**src/rtl/itlb_tag_array.sv**
```systemverilog
// Fully-associative ITLB tag store: combinational lookup, victim selection, fill and SFENCE.VMA flush.
// Optional hit/miss performance counters are enabled by defining ITLB_PERF_CNT_EN.
module itlb_tag_array #(
    parameter int ENTRIES = 8,
    parameter int ASID_WD = 9,
    parameter int VPN1_WD = 10,
    parameter int VPN0_WD = 10,
    localparam int IDX_WD = $clog2(ENTRIES),
    localparam int VPN_WD = VPN1_WD + VPN0_WD
) (
    input  logic               clk_i,
    input  logic               rst_i,
    input  logic [ASID_WD-1:0] lkp_asid_i,
    input  logic [VPN_WD-1:0]  lkp_vpn_i,
    output logic               hit_o,
    output logic [ENTRIES-1:0] hit_oh_o,
    output logic [IDX_WD-1:0]  hit_idx_o,
    output logic               hit_mega_o,
    input  logic               wr_en_i,
    input  logic [ASID_WD-1:0] wr_asid_i,
    input  logic [VPN_WD-1:0]  wr_vpn_i,
    input  logic               wr_g_i,
    input  logic               wr_mega_i,
    output logic [IDX_WD-1:0]  wr_idx_o,
    output logic               full_o,
    input  logic               flush_i,
    input  logic               flush_asid_vld_i,
    input  logic               flush_vpn_vld_i,
    input  logic [ASID_WD-1:0] flush_asid_i,
    input  logic [VPN_WD-1:0]  flush_vpn_i
`ifdef ITLB_PERF_CNT_EN
    ,
    input  logic               lkp_vld_i,
    output logic [31:0]        hit_cnt_o,
    output logic [31:0]        miss_cnt_o
`endif
);

    logic [ENTRIES-1:0] valid_r, g_r, mega_r;
    logic [ASID_WD-1:0] asid_r [ENTRIES];
    logic [VPN1_WD-1:0] vpn1_r [ENTRIES];
    logic [VPN0_WD-1:0] vpn0_r [ENTRIES];
    logic [IDX_WD-1:0]  rr_r;

    logic [ENTRIES-1:0] hit_oh_s, wr_match_s, flush_sel_s, valid_nxt_s;
    logic [IDX_WD-1:0]  hit_idx_s, wr_idx_s;
    logic               hit_mega_s, use_rr_s;

    // Megapage entries ignore vpn0; global entries ignore the ASID.
    function automatic logic entry_match(
        input logic vld, input logic g, input logic mega,
        input logic [ASID_WD-1:0] e_asid, input logic [ASID_WD-1:0] q_asid,
        input logic [VPN1_WD-1:0] e_v1,   input logic [VPN1_WD-1:0] q_v1,
        input logic [VPN0_WD-1:0] e_v0,   input logic [VPN0_WD-1:0] q_v0);
        return vld & ((e_asid == q_asid) | g) & (e_v1 == q_v1) & (mega | (e_v0 == q_v0));
    endfunction

    // Per-entry match vectors for lookup, refill and flush.
    always_comb begin
        hit_oh_s    = '0;
        wr_match_s  = '0;
        flush_sel_s = '0;
        for (int i = 0; i < ENTRIES; i++) begin
            hit_oh_s[i] = entry_match(valid_r[i], g_r[i], mega_r[i], asid_r[i], lkp_asid_i,
                                      vpn1_r[i], lkp_vpn_i[VPN_WD-1:VPN0_WD],
                                      vpn0_r[i], lkp_vpn_i[VPN0_WD-1:0]);
            wr_match_s[i] = entry_match(valid_r[i], g_r[i], mega_r[i], asid_r[i], wr_asid_i,
                                        vpn1_r[i], wr_vpn_i[VPN_WD-1:VPN0_WD],
                                        vpn0_r[i], wr_vpn_i[VPN0_WD-1:0]);
            case ({flush_asid_vld_i, flush_vpn_vld_i})
                2'b00:   flush_sel_s[i] = 1'b1;
                2'b10:   flush_sel_s[i] = (asid_r[i] == flush_asid_i) & ~g_r[i];
                2'b01:   flush_sel_s[i] = (vpn1_r[i] == flush_vpn_i[VPN_WD-1:VPN0_WD]) &
                                          (mega_r[i] | (vpn0_r[i] == flush_vpn_i[VPN0_WD-1:0]));
                2'b11:   flush_sel_s[i] = (asid_r[i] == flush_asid_i) & ~g_r[i] &
                                          (vpn1_r[i] == flush_vpn_i[VPN_WD-1:VPN0_WD]) &
                                          (mega_r[i] | (vpn0_r[i] == flush_vpn_i[VPN0_WD-1:0]));
                default: flush_sel_s[i] = 1'b0;
            endcase
        end
    end

    // Lowest matching index wins on multi-hit; scanning downward leaves the lowest one.
    always_comb begin
        hit_idx_s  = '0;
        hit_mega_s = 1'b0;
        for (int i = ENTRIES - 1; i >= 0; i--) begin
            if (hit_oh_s[i]) begin
                hit_idx_s  = IDX_WD'(i);
                hit_mega_s = mega_r[i];
            end else begin
                hit_idx_s  = hit_idx_s;
            end
        end
    end

    // Victim: existing match, then lowest invalid entry, then round-robin pointer.
    always_comb begin
        logic [IDX_WD-1:0] m_idx, inv_idx;
        logic              m_any, inv_any;
        m_idx   = '0;
        inv_idx = '0;
        m_any   = 1'b0;
        inv_any = 1'b0;
        for (int i = ENTRIES - 1; i >= 0; i--) begin
            if (wr_match_s[i]) begin
                m_idx = IDX_WD'(i);
                m_any = 1'b1;
            end else begin
                m_any = m_any;
            end
            if (!valid_r[i]) begin
                inv_idx = IDX_WD'(i);
                inv_any = 1'b1;
            end else begin
                inv_any = inv_any;
            end
        end
        if (m_any) begin
            wr_idx_s = m_idx;
            use_rr_s = 1'b0;
        end else if (inv_any) begin
            wr_idx_s = inv_idx;
            use_rr_s = 1'b0;
        end else begin
            wr_idx_s = rr_r;
            use_rr_s = 1'b1;
        end
    end

    // Flush acts on the pre-edge state, then the write sets its entry valid.
    always_comb begin
        valid_nxt_s = flush_i ? (valid_r & ~flush_sel_s) : valid_r;
        if (wr_en_i) begin
            valid_nxt_s[wr_idx_s] = 1'b1;
        end else begin
            valid_nxt_s = valid_nxt_s;
        end
    end

    // Tag state and round-robin pointer update.
    always_ff @(posedge clk_i) begin
        if (rst_i) begin
            valid_r <= '0;
            g_r     <= '0;
            mega_r  <= '0;
            rr_r    <= '0;
            for (int i = 0; i < ENTRIES; i++) begin
                asid_r[i] <= '0;
                vpn1_r[i] <= '0;
                vpn0_r[i] <= '0;
            end
        end else begin
            valid_r <= valid_nxt_s;
            if (wr_en_i) begin
                asid_r[wr_idx_s] <= wr_asid_i;
                vpn1_r[wr_idx_s] <= wr_vpn_i[VPN_WD-1:VPN0_WD];
                vpn0_r[wr_idx_s] <= wr_vpn_i[VPN0_WD-1:0];
                g_r[wr_idx_s]    <= wr_g_i;
                mega_r[wr_idx_s] <= wr_mega_i;
                if (use_rr_s) begin
                    rr_r <= rr_r + IDX_WD'(1);
                end
            end
        end
    end

    assign hit_o      = |hit_oh_s;
    assign hit_oh_o   = hit_oh_s;
    assign hit_idx_o  = hit_idx_s;
    assign hit_mega_o = hit_mega_s;
    assign wr_idx_o   = wr_idx_s;
    assign full_o     = &valid_r;

`ifdef ITLB_PERF_CNT_EN
    logic [31:0] hit_cnt_r, miss_cnt_r;

    // Saturating hit/miss counters; flush has no effect on them.
    always_ff @(posedge clk_i) begin
        if (rst_i) begin
            hit_cnt_r  <= 32'd0;
            miss_cnt_r <= 32'd0;
        end else if (lkp_vld_i) begin
            if (hit_o) begin
                if (hit_cnt_r != 32'hFFFF_FFFF) hit_cnt_r <= hit_cnt_r + 32'd1;
            end else begin
                if (miss_cnt_r != 32'hFFFF_FFFF) miss_cnt_r <= miss_cnt_r + 32'd1;
            end
        end
    end

    assign hit_cnt_o  = hit_cnt_r;
    assign miss_cnt_o = miss_cnt_r;
`endif

endmodule
```
**config.mk**
```make
export PLATFORM = sky130hd
export DESIGN_NAME = itlb_tag_array
export DESIGN_NICKNAME = d
export VERILOG_FILES = /design/src/rtl/itlb_tag_array.sv
export SDC_FILE = /design/constraint.sdc
export NUM_CORES = 1
export LEC_CHECK = 0
export BUFFER_PORTS_ARGS = -buffer_cell sky130_fd_sc_hd__buf_2
export CORE_MARGIN = 3
export CORE_UTILIZATION = 63
export CTS_CLUSTER_DIAMETER = 80
export DETAILED_ROUTE_END_ITERATION = 6
export PLACE_DENSITY = 0.85
export SYNTH_ARGS = -nofsm -noshare
export SYNTH_HDL_FRONTEND = slang
export SYNTH_SLANG_ARGS = --single-unit
```
**constraint.sdc**
```tcl
create_clock -name clk_i -period 4.08 [get_ports clk_i]
set_input_delay 0.408 -clock clk_i [delete_from_list [all_inputs] [get_ports clk_i]]
set_output_delay 0.408 -clock clk_i [all_outputs]
set_load 0.02 [all_outputs]
```
# --- After elaboration in Yosys (flattened, before gate mapping) ---
# Memories as Yosys holds them, arrays and structs flattened.
# Index checks and enable logic that the tools add are counted.
word_totals:
  reg_bits: 27
  ramBits: 232
  in_bits: 95
  out_inout_bits: 17
  elab_cells: 304
  n_memories: 3
mem_list:
  columns: ["name", "words", "width", "read_ports", "rd_clocked_by_memory_dff", "write_ports", "line", "text"]
  rows:
  - ["vpn0_r", 8, 10, 8, 0, 8, "42", "logic [VPN0_WD-1:0] vpn0_r [ENTRIES];"]
  - ["vpn1_r", 8, 10, 8, 0, 8, "41", "logic [VPN1_WD-1:0] vpn1_r [ENTRIES];"]
  - ["asid_r", 8, 9, 8, 0, 8, "40", "logic [ASID_WD-1:0] asid_r [ENTRIES];"]
classes:
  n_addsub: 1
  n_lt_le_gt_ge: 2
  eq_ne: 75
  mux: 80
  bitwise_logic: 131
  reduce_logical: 8
ops:
  columns: ["op", "n"]
  rows:
  - ["equality test 10 bit", 48]
  - ["equality test 9 bit", 24]
  - ["two-way mux 3 bit", 29]
  - ["AND 1 bit", 80]
  - ["OR 1 bit", 40]
  - ["two-way mux 1 bit", 35]
  - ["case mux 1 bit (4 select lines)", 8]
  - ["two-way mux 10 bit", 2]
  - ["OR reduction 10 bit", 2]
  - ["bitwise mux 8 bit", 2]
  - ["two-way mux 8 bit", 2]
  - ["two-way mux 9 bit", 1]
  - ["OR reduction 9 bit", 1]
  - ["AND 8 bit", 1]
  - ["NOT 1 bit", 8]
  - ["NOT 8 bit", 1]
  - ["OR 8 bit", 1]
  - ["AND reduction 8 bit", 1]
  - ["OR reduction 8 bit", 1]
  - ["equality test 2 bit, second input constant", 2]
  - ["less-than comparator 3 x 4 -> 1 bit, second input constant", 1]
  - ["adder 3 x 1 -> 3 bit, second input constant", 1]
  - ["demux 1 bit (select 3 bit)", 1]
  - ["greater-or-equal comparator 3 x 1 -> 1 bit, second input constant", 1]
  - ["other kinds (4)", 4]

# --- Longest topological paths before layout ---
depth:
  ltp_word: 20
  depth_mapped: 13
  mapped_depth_nobuf: 11

# --- Worst setup path after synthesis ---
# OpenSTA, ideal clock, no wires.
synth_timing:
  path_type: "input port to output port"
  start: "input lkp_vpn_i[5]"
  end: "output hit_mega_o"
  t_arrival_ns: 3.576
  required_time_ns: 3.672
  path_slack_ns: 0.096
  cell_stages: 10
  n_path_buf: 1
  cell_sequence: "clkbuf_1 xor2_1 nor4_1 a41oi_1 nor4_1 mux2_2 mux2i_1 o21ai_0 mux2i_1 o41ai_1"
synth_via:
  elab_cells_between_ends: 32
  classes_between: "eq/ne: 8; mux: 8; bitwise: 16"
synth_lines:
  columns: ["element", "line", "text"]
  rows:
  - ["start, declared", "14", "input logic [VPN_WD-1:0] lkp_vpn_i,"]
  - ["equality test 10 bit", "55", "return vld & ((e_asid == q_asid) | g) & (e_v1 == q_v1) & (mega | (e_v0 == q_v0));"]
  - ["OR 1 bit", "55", null]
  - ["AND 1 bit", "55", null]
  - ["net hit_oh_o[6]", "16", "output logic [ENTRIES-1:0] hit_oh_o,"]
  - ["two-way mux 1 bit (7 in a row)", "88", "if (hit_oh_s[i]) begin"]
  - ["end, declared", "18", "output logic hit_mega_o,"]
# The timed path passes the listed nets, and every way through them passes these cells.

==> reports/metrics.yaml <==
die:
  start_util: 0.6427
  ioPinCount: 112
  die_width_um: 177.8
  core-area_um2: 28940
  num_rows: 62
  die_area_um2: 31620
  fp.dieH_um: 177.8
timing:
  hold_viol_final: 0
  finalCritPeriodShare: 0.9878
  setup_tns_ns: 0
  max_freq_ghz: 0.2481
  drv_slew: 0
  max_slew_margin: 0.2926
  finClkSkew_ns: 0.01462
  period_needed_ns: 4.030
  tightest_slew_ns: 1.047
  setup_viol: 0
route:
  avgViaCountPerCell: 6.579
  wl_per_cell_um: 27.04
  drt-total-wl_um: 60670
  drc: 0
  dr.pass1.iters: 6
  wl_met1_um: 22160
  wl_met2_um: 26970
  vias: 14763
  ant_nets: 0
  drt_iter0_drc: 2346
  route.top_layer_used: "met5"
  wl_met3_um: 7543
clock_tree:
  ctsHoldBuffers: 0
  clock_sinks: 259
  path_clk_slew_ns: 0.06
  cts_setup_buffers: 0
  numCtsBuffers: 29
  clockBufferDepth: 3
  cts_tree: "done"
  root_buffer: "clkbuf_16"
  insertion_delay_ns: 0.56
  clock_tree.htree_level_count: 1
placed_design:
  gp_congestion: 0.9892
  port_buffers: 111
  hpwl_um: 43060
  placed_area_um2: 19690
yosys:
  ys_seq_area_frac: 0.4037
  synth_edf_count: 232
  synth_nets: 1848
  ys_types: 65
  async_reset_ff_frac: 0
  synth_top_cell_by_area: "edfxtp_1"
  synth_warnings: 0
  synth_top_area_frac: 0.3746
  ys.flop_type: "edfxtp_1"
  syn_area_per_cell_um2: 10.61
  ys_top_cells_by_area: "edfxtp_1 37%, xor2_1 17%, xnor2_1 16%"
  synth-seq-cells: 259
  synth_most_common_cell: "xor2_1"
  synth_area_um2: 18600
  yosys-top-cells-count: "367 x xor2_1, 331 x xnor2_1, 232 x and2_1, 232 x edfxtp_1, 99 x nor4_1"
  syn_inst: 1752
grt:
  overflow: 0
  grt_max_degree: 30
  grt_usage: 0.3805
  grt_pass1_wl_um: 89500
  grt_pass1_vias: 14447
  antenna_found_initial: 2
final_layout:
  multi_input_area_um2: 10400
  area_growth_pct: 10.99
  seq_area_um2: 7507
  drive_above_1_share: 0.1479
  n_fill_cell: 2021
  fin_area_um2: 20640
  layout.nets: 1932
power:
  leakage_nw: 7.714
  peakVddDrop_mv: 0.3657
  cellPowerDensity_nw_per_um2: 335.4
setup_path:
  endpoint_kind: "output port"
  startpoint_type: "flop"
  required_ns: 3.67
  cp_max_fo: 3
  worstPathArrival_ns: 3.62
  crit_type: "reg2out"
run:
  maxCapViolCount: 0
outcome:
  outcome: "finished, final reports clean"
worst_hold_path:
  hp-class: "in2reg"
per-stage QoR:
stage / std cells / power (mW) / hold slack (ns) / utilization / setup WS [ns]
floorplan: 1752 / 4.027 / 0.4607 / - / 0.09597
global placement: 2189 / 4.356 / 0.5014 / 0.6804 / 0.2473
detailed placement: 2189 / 4.396 / 0.5200 / 0.6804 / 0.2447
CTS: 2243 / 6.890 / 0.1540 / 0.7123 / 0.08670
global route: 2243 / 7.102 / 0.1608 / 0.7132 / -0.04818
finish: 2244 / 6.923 / 0.1668 / 0.7133 / 0.04979
placed cells by master (no fill, tap or decap), types with 3 or more instances in the layout:
cell / netlist / routed
or4_1: 3 / 3
and2_1: 232 / 232
inv_1: 7 / 7
o41ai_1: 9 / 9
o21ai_0: 12 / 12
a41oi_1: 31 / 30
a32o_1: 6 / 6
clkinv_2: 1 / 7
dfxtp_1: 27 / 27
nand3_1: 12 / 12
nor2b_1: 4 / 4
xnor2_1: 331 / 331
nor4b_1: 3 / 3
a21oi_1: 6 / 6
clkbuf_8: 0 / 5
buf_2: 56 / 111
nor4_4: 1 / 3
a31o_2: 5 / 5
nand4_1: 83 / 83
clkbuf_1: 65 / 6
edfxtp_1: 232 / 232
nor4b_4: 2 / 4
clkbuf_16: 0 / 30
buf_4: 20 / 85
nor3_1: 15 / 15
nor2_1: 11 / 11
nor4_2: 3 / 3
and4b_1: 3 / 3
or3_1: 4 / 4
nand2_1: 32 / 32
nor4_1: 99 / 97
o21a_1: 3 / 3
a31oi_1: 8 / 8
mux2i_1: 11 / 11
buf_12: 0 / 5
and4_1: 3 / 3
xor2_1: 367 / 367
repair_timing:
| item | in CTS | in global routing |
|---|---|---|
| endpoints found under the hold margin | 0 | 0 |
| setup endpoints to repair | 0 | 2 |
| gates resized for setup | 0 | 4 |
registers in the layout (all words and copies together), names as in the netlist:
signal   count
g_r          8
asid_r      72
vpn0_r      80
valid_r      8
vpn1_r      80
mega_r       8
rr_r         3
power by group:
group	leakage (nW)	internal, mW	switching [mW]
combinational	4.62	0.489	0.705
sequential	2.63	3.02	0.179
clock	0.457	1.44	1.09
total	7.71	4.95	1.98
worst paths after layout:
kind / slack (ns) / cells after the start / from / end
worst max-delay path: 0.05 / 11 / asid_r[7][7] / hit_mega_o
worst min-delay path: 0.17 / 2 / wr_mega_i / mega_r[1]
worst max register to register: 0.38 / 11 / vpn1_r[6][0] / asid_r[7][2]
worst min register to register: 0.54 / 2 / rr_r[2] / rr_r[2]
cell families after synthesis:
kind of cell / after synthesis / synth area share
fa+ha+maj: 1 / 0.0006727
mux: 12 / 0.006526
flops: 259 / 0.4037
xor+xnor: 698 / 0.3287
buf+inv: 157 / 0.04050
simple gates: 527 / 0.1784
compound gates: 98 / 0.04151
worst max-delay path, stage by stage, from the launching register on:
cell	delay [ns]
edfxtp_1	0.45
xor2_1	0.21
nor4_1	0.53
a41oi_2	0.32
and3b_1	0.34
mux2_2	0.18
mux2i_1	0.06
o21ai_0	0.16
buf_4	0.15
mux2i_1	0.08
o41ai_1	0.35
buf_2	0.24
layer usage:
layer | up-vias | global-route usage
met5 | - | 0
met4 | 4 | 0.2134
met3 | 288 | 0.08644
met2 | 1152 | 0.5890
met1 | 7069 | 0.4941
li1 | 6250 | -
layout make-up:
cell class                 instances  share of cell area
inverter                           9            0.001697
antenna                            1           0.0001212
timing repair buffer             201             0.06268
clock buffer                      41             0.04080
sequential                       259              0.3637
multi-input combinational       1336              0.5038
tap                              384             0.02328
clock inverter                    13            0.003880
(Power assumes the default switching activity.)
